==> src/rtl/masked_subbytes_ctrl_if.sv <==
`default_nettype none
// ============================================================================
// Module   : masked_subbytes_ctrl_if
// Brief    : Start/state/S-box bus of the masked SubBytes sequencer.
// Revision : 1.0 - initial release
// ============================================================================
interface masked_subbytes_ctrl_if #(
    parameter int SHARES = 2
);
    logic                    StartxSI;
    logic [128*SHARES-1:0]   StatexDI;
    logic                    ReadyxSO;
    logic                    BusyxSO;
    logic                    DonexSO;
    logic [128*SHARES-1:0]   StatexDO;
    logic [8*SHARES-1:0]     SboxXxDO;
    logic [8*SHARES-1:0]     SboxQxDI;
    logic                    RndReqxSO;

    modport slave (
        input  StartxSI, StatexDI, SboxQxDI,
        output ReadyxSO, BusyxSO, DonexSO, StatexDO, SboxXxDO, RndReqxSO
    );

    modport master (
        output StartxSI, StatexDI, SboxQxDI,
        input  ReadyxSO, BusyxSO, DonexSO, StatexDO, SboxXxDO, RndReqxSO
    );
endinterface
`default_nettype wire

==> src/rtl/masked_subbytes_ctrl.sv <==
`default_nettype none
// ============================================================================
// Module   : masked_subbytes_ctrl
// Brief    : Streams a shared AES state bytewise through a pipelined masked
//            S-box and reassembles the shared SubBytes result.
// Revision : 1.0 - initial release
// ============================================================================
module masked_subbytes_ctrl #(
    parameter int SHARES       = 2,
    parameter int SBOX_LATENCY = 5
) (
    input  wire                    ClkxCI,
    input  wire                    RstxBI,
    masked_subbytes_ctrl_if.slave  bus
);

    localparam int                   c_DRAIN_W    = $clog2(SBOX_LATENCY + 1);
    localparam logic [c_DRAIN_W-1:0] c_DRAIN_LAST = c_DRAIN_W'(SBOX_LATENCY - 1);
    localparam logic [3:0]           c_LAST_BYTE  = 4'hF;

    typedef enum logic [1:0] {
        S_IDLE  = 2'd0,
        S_FEED  = 2'd1,
        S_DRAIN = 2'd2,
        S_DONE  = 2'd3
    } state_t;

    state_t                  r_state;
    state_t                  w_state_nxt;

    logic [128*SHARES-1:0]   r_hold;
    logic [128*SHARES-1:0]   r_result;
    logic [3:0]              r_feed_cnt;
    logic [3:0]              r_cap_cnt;
    logic [c_DRAIN_W-1:0]    r_drain_cnt;
    logic [SBOX_LATENCY-1:0] r_vld_sr;
    logic [SBOX_LATENCY:0]   w_vld_sr_nxt;

    logic                    w_ready;
    logic                    w_busy;
    logic                    w_done;
    logic                    w_rnd_req;
    logic                    w_feeding;
    logic                    w_draining;
    logic                    w_start;
    logic                    w_capture;
    logic [8*SHARES-1:0]     w_sbox_x;

    // ------------------------------------------------------------------------
    // Control FSM
    // ------------------------------------------------------------------------
    always_ff @(posedge ClkxCI) begin
        if (RstxBI) begin
            r_state <= S_IDLE;
        end else begin
            r_state <= w_state_nxt;
        end
    end

    always_comb begin
        w_state_nxt = r_state;
        w_ready     = 1'b0;
        w_busy      = 1'b0;
        w_done      = 1'b0;
        w_rnd_req   = 1'b0;
        w_feeding   = 1'b0;
        w_draining  = 1'b0;
        w_start     = 1'b0;
        case (r_state)
            S_IDLE: begin
                w_ready = 1'b1;
                if (bus.StartxSI) begin
                    w_start     = 1'b1;
                    w_state_nxt = S_FEED;
                end
            end
            S_FEED: begin
                w_busy    = 1'b1;
                w_rnd_req = 1'b1;
                w_feeding = 1'b1;
                if (r_feed_cnt == c_LAST_BYTE) begin
                    w_state_nxt = S_DRAIN;
                end
            end
            S_DRAIN: begin
                w_busy     = 1'b1;
                w_rnd_req  = 1'b1;
                w_draining = 1'b1;
                // The last drain cycle coincides with the capture of byte 15.
                if (r_drain_cnt == c_DRAIN_LAST) begin
                    w_state_nxt = S_DONE;
                end
            end
            S_DONE: begin
                w_busy      = 1'b1;
                w_done      = 1'b1;
                w_state_nxt = S_IDLE;
            end
            default: begin
                w_state_nxt = S_IDLE;
            end
        endcase
    end

    // ------------------------------------------------------------------------
    // Datapath: holding register, counters, valid pipeline, result capture
    // ------------------------------------------------------------------------
    assign w_vld_sr_nxt = {r_vld_sr, w_feeding};
    assign w_capture    = r_vld_sr[SBOX_LATENCY-1];

    always_ff @(posedge ClkxCI) begin
        if (RstxBI) begin
            r_hold      <= '0;
            r_result    <= '0;
            r_feed_cnt  <= 4'd0;
            r_cap_cnt   <= 4'd0;
            r_drain_cnt <= '0;
            r_vld_sr    <= '0;
        end else begin
            if (w_start) begin
                r_hold <= bus.StatexDI;
            end

            r_feed_cnt  <= w_feeding  ? r_feed_cnt + 4'd1 : 4'd0;
            r_drain_cnt <= w_draining ? r_drain_cnt + c_DRAIN_W'(1) : '0;
            r_vld_sr    <= w_vld_sr_nxt[SBOX_LATENCY-1:0];

            // Each share is written independently; shares are never mixed.
            if (w_capture) begin
                for (int s = 0; s < SHARES; s++) begin
                    r_result[128*s + 8*r_cap_cnt +: 8] <= bus.SboxQxDI[8*s +: 8];
                end
                r_cap_cnt <= r_cap_cnt + 4'd1;
            end
        end
    end

    // ------------------------------------------------------------------------
    // Byte select towards the S-box, per share
    // ------------------------------------------------------------------------
    for (genvar s = 0; s < SHARES; s++) begin : g_feed_sel
        assign w_sbox_x[8*s +: 8] = w_feeding ? r_hold[128*s + 8*r_feed_cnt +: 8] : 8'h00;
    end

    assign bus.ReadyxSO  = w_ready;
    assign bus.BusyxSO   = w_busy;
    assign bus.DonexSO   = w_done;
    assign bus.RndReqxSO = w_rnd_req;
    assign bus.SboxXxDO  = w_sbox_x;
    assign bus.StatexDO  = r_result;

endmodule
`default_nettype wire

==> src/flat_wrapper.sv <==
// flat-port wrapper written by rule: the top's interface ports become plain ports
module masked_subbytes_ctrl_flat 
#(
    parameter int SHARES       = 2,
    parameter int SBOX_LATENCY = 5
)
  (ClkxCI, RstxBI, bus_StartxSI, bus_StatexDI, bus_SboxQxDI, bus_ReadyxSO, bus_BusyxSO, bus_DonexSO, bus_StatexDO, bus_SboxXxDO, bus_RndReqxSO);
  masked_subbytes_ctrl_if #(.SHARES(SHARES)) bus_i ();
  input  wire ClkxCI;
  input  wire RstxBI;
  input wire logic [$bits(bus_i.StartxSI)-1:0] bus_StartxSI;
  input wire logic [$bits(bus_i.StatexDI)-1:0] bus_StatexDI;
  input wire logic [$bits(bus_i.SboxQxDI)-1:0] bus_SboxQxDI;
  output wire logic [$bits(bus_i.ReadyxSO)-1:0] bus_ReadyxSO;
  output wire logic [$bits(bus_i.BusyxSO)-1:0] bus_BusyxSO;
  output wire logic [$bits(bus_i.DonexSO)-1:0] bus_DonexSO;
  output wire logic [$bits(bus_i.StatexDO)-1:0] bus_StatexDO;
  output wire logic [$bits(bus_i.SboxXxDO)-1:0] bus_SboxXxDO;
  output wire logic [$bits(bus_i.RndReqxSO)-1:0] bus_RndReqxSO;
  assign bus_i.StartxSI = bus_StartxSI;
  assign bus_i.StatexDI = bus_StatexDI;
  assign bus_i.SboxQxDI = bus_SboxQxDI;
  assign bus_ReadyxSO = bus_i.ReadyxSO;
  assign bus_BusyxSO = bus_i.BusyxSO;
  assign bus_DonexSO = bus_i.DonexSO;
  assign bus_StatexDO = bus_i.StatexDO;
  assign bus_SboxXxDO = bus_i.SboxXxDO;
  assign bus_RndReqxSO = bus_i.RndReqxSO;
  masked_subbytes_ctrl #(.SHARES(SHARES), .SBOX_LATENCY(SBOX_LATENCY)) u_core (.ClkxCI(ClkxCI), .RstxBI(RstxBI), .bus(bus_i));
endmodule
==> config.mk <==
export PLATFORM = sky130hd
export DESIGN_NAME = masked_subbytes_ctrl_flat
export DESIGN_NICKNAME = d
export VERILOG_FILES = /design/src/rtl/masked_subbytes_ctrl_if.sv /design/src/rtl/masked_subbytes_ctrl.sv /design/src/flat_wrapper.sv
export SDC_FILE = /design/constraint.sdc
export NUM_CORES = 1
export LEC_CHECK = 0
export BUFFER_PORTS_ARGS = -buffer_cell sky130_fd_sc_hd__buf_2
export CORE_ASPECT_RATIO = 0.75
export CORE_MARGIN = 1.5
export CORE_UTILIZATION = 51
export DETAILED_ROUTE_END_ITERATION = 10
export HOLD_SLACK_MARGIN = 0.12
export PLACE_DENSITY = 0.77
export SLEW_MARGIN = 5
export SYNTH_ARGS = -nofsm -noshare
export SYNTH_HDL_FRONTEND = slang
export SYNTH_SLANG_ARGS = --single-unit
==> constraint.sdc <==
create_clock -name ClkxCI -period 3 [get_ports ClkxCI]
set_input_delay 0.6 -clock ClkxCI [delete_from_list [all_inputs] [get_ports ClkxCI]]
set_output_delay 0.6 -clock ClkxCI [all_outputs]
set_load 0.005 [all_outputs]
==> metrics.cfg, run 1 <==
[place]
gp_congestion = 0.968
port_buffers = 550
place_ws_ns = 0.162
post_dp_cell_area_um2 = 25700
hpwlAfterDp_mm = 57.1

[run]
cap_violations = 0

[synthesis]
syn_inst = 2614
synth_fp_nets = 2903
ys_warn_count = 0
synth_area_um2 = 22500
synth_cell_types = 70
synth-async-reset-ratio = 0
ys_ff_latch = 530
avgSynthCellArea_um2 = 8.61
synth_ff_type = dfxtp_1
synth-edff-count = 0
seq_area_frac_synth = 0.471

[worst_setup_path]
r2r_end = u_core.bus.StatexDO[21]
startpoint = u_core.r_feed_cnt[0]
cp-end-kind = output pin
rr_startpoint = u_core.r_cap_cnt[0]
r2r_cells = 6
critPathLaunchType = flop
ff2ff_setup_slack_ns = 0.19
crit_type = reg2out
crit_buf_inv = 3
slowest_delay_ns = 0.53
required_ns = 2.40
crit_arrival_ns = 2.48
critPathCapture = bus_SboxXxDO[4]
cp_slowest_cell = mux4_2
worst-path-stages = 6
crit_chain = buf_4 -> clkbuf_16 -> mux4_2 -> mux2i_4 -> o32ai_2 -> buf_2
cp_max_fo = 10
cp_top_family = multiplexers

[route]
routed_via_density = 5.99
drc = 0
vias = 22100
drtPass1Iterations = 6
drt_iter0_markers = 2121
antenna_left = 0
wl_per_cell_um = 22.0
routed_wl_mm = 81.1

[timing]
slew_headroom = 0.295
worst_slack_ns = -0.0834
finalCriticalPeriod_ns = 3.08
finalHoldWorstSlack_ns = 0.267
slew_violations = 0
min_period_over_period = 1.03
rsz0062_at_grt = yes
worst_slew_pin_slew_ns = 1.03
setup_viol = 12
fmax_mhz = 324
hold_violations = 0
skew_ns = 0.0137

[clocking]
ctsHoldBuffers = 0
h-tree-depth = 2
cts_made_buffers = 50
path_clk_slew_ns = 0.07
cts-root-buf = clkbuf_16
clkSinkCount = 530
clk_latency_ns = 0.57
cts_tree = done
cts_buffer_depth = 3

[floorplan]
top_level_ports = 551
core_area_um2 = 43400
dieWidth_um = 246
dieArea_um2 = 45400
fp.dieH_um = 185
num_rows = 66
start_util = 0.518

[finish]
stdcell_area_um2 = 28000
synthToLayoutAreaGrowth_pct = 24.4
drive_gt1_frac = 0.264
final_util = 0.644
layout_common_cells = nand2_1, buf_2, dfxtp_1
final_nets = 3350
mostFrequentLayoutCell = nand2_1

[run_status]
status = complete, but fails checks
violations = negative setup slack

[worst_hold_path]
hold_class = in2reg
min_from = bus_StatexDI[140]

[pwr]
powerDensity_nw_per_um2 = 677
p_total_uw = 19000
leakage_uw = 0.0119
vdd_drop_max_mv = 0.565

[grt]
track_usage = 0.334
grt_pass1_vias = 20300
grt_max_degree = 162
grt_pass1_wl_mm = 117
antenna_found_initial = 9
overflow = 0

-- metal layers --
layer	routed length [um]	vias to the layer above	global-route usage
met5	37	-	0
met4	3010	6	0.133
met3	8950	223	0.0816
met2	35000	1269	0.487
met1	34100	10600	0.473
li1	-	9986	-
-- flip-flops by register name, indices dropped and copies added (netlist names) --
register             flops
u_core.r_drain_cnt       3
u_core.r_vld_sr          5
u_core.r_state           2
u_core.bus.StatexDO    256
u_core.r_hold          256
u_core.r_cap_cnt         4
u_core.r_feed_cnt        4
-- logic make-up (layout without fill, tap and decap cells) --
kind of cell	Yosys count	count (layout)	share of synthesized area
adders and majority gates	14	14	0.00778
buffers and inverters	261	747	0.0476
other	0	7	0
DFF	530	530	0.471
xor gates and xnor gates	8	8	0.00345
and+or+nand+nor	990	991	0.193
muxes	184	184	0.0996
AOI/OAI and AO/OA	627	627	0.177
-- per-stage QoR --
step / cells / TNS (ns)
after detailed placement: 3572 / 0
after CTS: 3666 / -0.383
after global placement: 3572 / 0
final: 3686 / -0.456
after floorplan: 2614 / 0
after global routing: 3684 / -1.24
-- tightest hold or removal path, cell delays in order --
cell and delay [ns]:
buf_2 0.09, nand2_1 0.05, a21oi_1 0.05
-- worst min path at each step --
| stage | to | slack [ns] | cells past startpoint |
|---|---|---|---|
| 3_3_place_gp | u_core.r_drain_cnt[0] | 0.43 | 1 |
| 5_1_grt | u_core.r_hold[238] | 0.26 | 3 |
| 3_5_place_dp | u_core.r_vld_sr[4] | 0.43 | 1 |
| 2_1_floorplan | u_core.r_vld_sr[1] | 0.41 | 1 |
| 4_1_cts | u_core.r_hold[140] | 0.24 | 3 |
| 6_report | u_core.r_hold[140] | 0.27 | 3 |
-- final cells by class --
type	count	area, um^2
Fill cell	3637	15400
Multi-Input combinational cell	1824	11100
Sequential cell	530	10600
Timing Repair Buffer	626	3610
Clock buffer	68	1470
Tap cell	578	723
Clock inverter	24	342
Inverter	29	109
Antenna cell	7	17.5
-- cell usage after synthesis, types with 7 or more instances --
cell	number	area, um^2
a21boi_0	7	52.6
a21o_1	7	52.6
a21oi_1	389	1950
a22o_1	26	228
a22oi_1	27	203
a32o_1	21	210
and2_1	10	62.6
and3_1	14	87.6
buf_1	12	45.0
buf_2	44	220
clkbuf_1	169	634
dfxtp_1	530	10600
ha_1	14	175
inv_1	28	105
mux2i_1	152	1520
mux4_2	32	721
nand2_1	656	2460
nand2b_1	20	125
nand3_1	88	440
nand3b_1	24	180
nand4_1	34	213
nor2_1	79	297
nor2b_1	8	50.1
o211a_1	18	180
o211ai_1	13	97.6
o21ai_0	26	130
o2bb2ai_1	23	201
o31ai_1	7	52.6
o32ai_1	24	210
or2_2	10	62.6
or3_1	24	150
-- repair_timing --
item | in CTS | in global routing
setup buffers | 0 | 10
gates resized for setup | 36 | 24
cloned | 2 | 3
setup endpoints to repair | 16 | 75
pin swaps | 0 | 3
-- report_power, final --
part | internal, uW | switching [uW] | total (uW)
clock | 4140 | 2850 | 6990
sequential | 7690 | 372 | 8070
combinational | 1460 | 2440 | 3910
total | 13300 | 5660 | 19000
Note: power is estimated with default switching activity, not from simulation.
==> inputs of run 2 (changes only) <==
--- a/config.mk
+++ b/config.mk
@@ -8,10 +8,11 @@
 export BUFFER_PORTS_ARGS = -buffer_cell sky130_fd_sc_hd__buf_2
 export CORE_ASPECT_RATIO = 0.75
 export CORE_MARGIN = 1.5
-export CORE_UTILIZATION = 51
+export CORE_UTILIZATION = 54
 export DETAILED_ROUTE_END_ITERATION = 10
 export HOLD_SLACK_MARGIN = 0.12
-export PLACE_DENSITY = 0.77
+export MAX_ROUTING_LAYER = met4
+export PLACE_DENSITY = 0.81
 export SLEW_MARGIN = 5
 export SYNTH_ARGS = -nofsm -noshare
 export SYNTH_HDL_FRONTEND = slang
==> run 2 against run 1 <==
Net effect: the run still ends with negative setup slack left; design area decreased by 0.25%; fmax grew 1.5%; register-to-register slack lost 0.05 ns; clock power decreased by 0.7%; clock skew decreased by 0.0035 ns; sequential share of layout area increased by 0.081 points; power hardly changed; largest cell class unchanged; largest power group unchanged.
==> metrics.cfg, run 2 (synthesized netlist as in run 1, its figures left out) <==
[worst_hold_path]
hold_class = in2reg
min_from = bus_StatexDI[70]
hold_depth = 3
min_to = u_core.r_hold[70]

[finish]
layout_common_cells = nand2_1, buf_2, dfxtp_1
drive_gt1_frac = 0.264
synthToLayoutAreaGrowth_pct = 24.1
mostFrequentLayoutCell = nand2_1
final_nets = 3350

[clocking]
cts_made_buffers = 50
clkSinkCount = 530
path_clk_slew_ns = 0.07
h-tree-depth = 2
cts-root-buf = clkbuf_16
ctsHoldBuffers = 0
cts_tree = done
clk_latency_ns = 0.56
cts_buffer_depth = 3

[timing]
slew_violations = 0
slew_headroom = 0.258
fmax_mhz = 329
finalCriticalPeriod_ns = 3.04
worst_slack_ns = -0.0382
rsz0062_at_grt = yes
min_period_over_period = 1.01
finalHoldWorstSlack_ns = 0.262
worst_slew_pin_slew_ns = 1.11
skew_ns = 0.0102
hold_violations = 0
setup_viol = 9

[worst_setup_path]
r2r_end = u_core.bus.StatexDO[180]
cp_top_family = multiplexers
crit_chain = buf_4 -> clkbuf_16 -> mux4_2 -> mux2i_4 -> o32ai_1 -> buf_2
crit_buf_inv = 3
rr_startpoint = u_core.r_cap_cnt[1]
required_ns = 2.40
crit_type = reg2out
cp_slowest_cell = mux4_2
slowest_delay_ns = 0.55
crit_arrival_ns = 2.44
ff2ff_setup_slack_ns = 0.14
cp_max_fo = 6
r2r_cells = 7
cp-end-kind = output pin
critPathLaunchType = flop

[place]
hpwlAfterDp_mm = 54.9
gp_congestion = 0.979
place_ws_ns = 0.0288
port_buffers = 550

[grt]
grt_pass1_wl_mm = 117
antenna_found_initial = 9
grt_max_degree = 231
grt_pass1_vias = 20200
track_usage = 0.358
overflow = 0

[run_status]
status = complete, but fails checks
violations = negative setup slack

[route]
wl_per_cell_um = 21.7
antenna_left = 0
drc = 0
routed_wl_mm = 79.5
drt_iter0_markers = 2735
drtPass1Iterations = 6
routed_via_density = 6.04
vias = 22200

[floorplan]
fp.dieH_um = 180
top_level_ports = 551
core_area_um2 = 40900
num_rows = 64
dieArea_um2 = 42900
dieWidth_um = 239
start_util = 0.550

[pwr]
leakage_uw = 0.0118
powerDensity_nw_per_um2 = 679
vdd_drop_max_mv = 0.503
p_total_uw = 19000

[run]
cap_violations = 0

run 2: changes by cell type in the layout (fill, tap and decap cells not counted), sizes merged:
| cell | delta |
|---|---|
| clkbuf | -3 |
| clkinvlp | +3 |
| buf | -1 |
| clkinv | +1 |
| inv | +1 |
| nor4b | -1 |
| xnor2 | +1 |
run 2: final cells by class:
class / count / area, um^2
antenna: 7 / 17.5
clock buffer: 64 / 1430
clock inverter: 29 / 382
fill: 3178 / 13000
inverter: 29 / 109
multi-input combinational: 1824 / 11100
sequential: 530 / 10600
tap: 561 / 702
timing repair buffer: 626 / 3590
run 2: timing repair:
item	4_1_cts	5_1_grt
buffers inserted	3	9
gates resized for setup	32	17
setup endpoints to repair	14	128
pin swaps	0	6
cloned	2	4
hold endpoints to repair	0	0
run 2: power by group:
group          switching [uW]  internal (uW)  total, uW
Sequential                369           7700       8070
Combinational            2460           1480       3940
Clock                    2870           4080       6940
run 2: how the worst max path moves through the flow:
stage | startpoint | to | slack (ns) | cells past startpoint
6_report | u_core.r_feed_cnt[0] | bus_SboxXxDO[14] | -0.04 | 6
5_1_grt | u_core.r_feed_cnt[0] | bus_SboxXxDO[4] | -0.10 | 8
4_1_cts | u_core.r_feed_cnt[0] | bus_SboxXxDO[1] | -0.04 | 6
2_1_floorplan | u_core.r_cap_cnt[0] | u_core.bus.StatexDO[109] | 0.48 | 11
3_3_place_gp | u_core.r_cap_cnt[1] | u_core.bus.StatexDO[157] | 0.21 | 6
3_5_place_dp | u_core.r_cap_cnt[1] | u_core.bus.StatexDO[156] | 0.03 | 6
run 2: layer usage:
metal  up-vias  track usage  wire length, um
met2      1410        0.504            34300
met4         0        0.135             3310
met3       246       0.0640             8830
met5         -            -                0
li1       9987            -                -
met1     10500        0.510            33000
run 2: worst min-delay path, delay by kind of cell:
family | cells | cell delay [ns]
buffers and inverters | 1 | 0.09
AO/OA/AOI/OAI | 1 | 0.05
AND/OR/NAND/NOR | 1 | 0.04
run 2: metrics by stage:
step	utilization	TNS, ns	instance area (um^2)	std cells
2_1_floorplan	-	0	22500	2614
6_report	0.682	-0.175	27900	3670
4_1_cts	0.677	-0.377	27700	3651
3_5_place_dp	0.626	0	25600	3553
5_1_grt	0.682	-0.916	27900	3670
3_3_place_gp	0.626	0	25600	3553
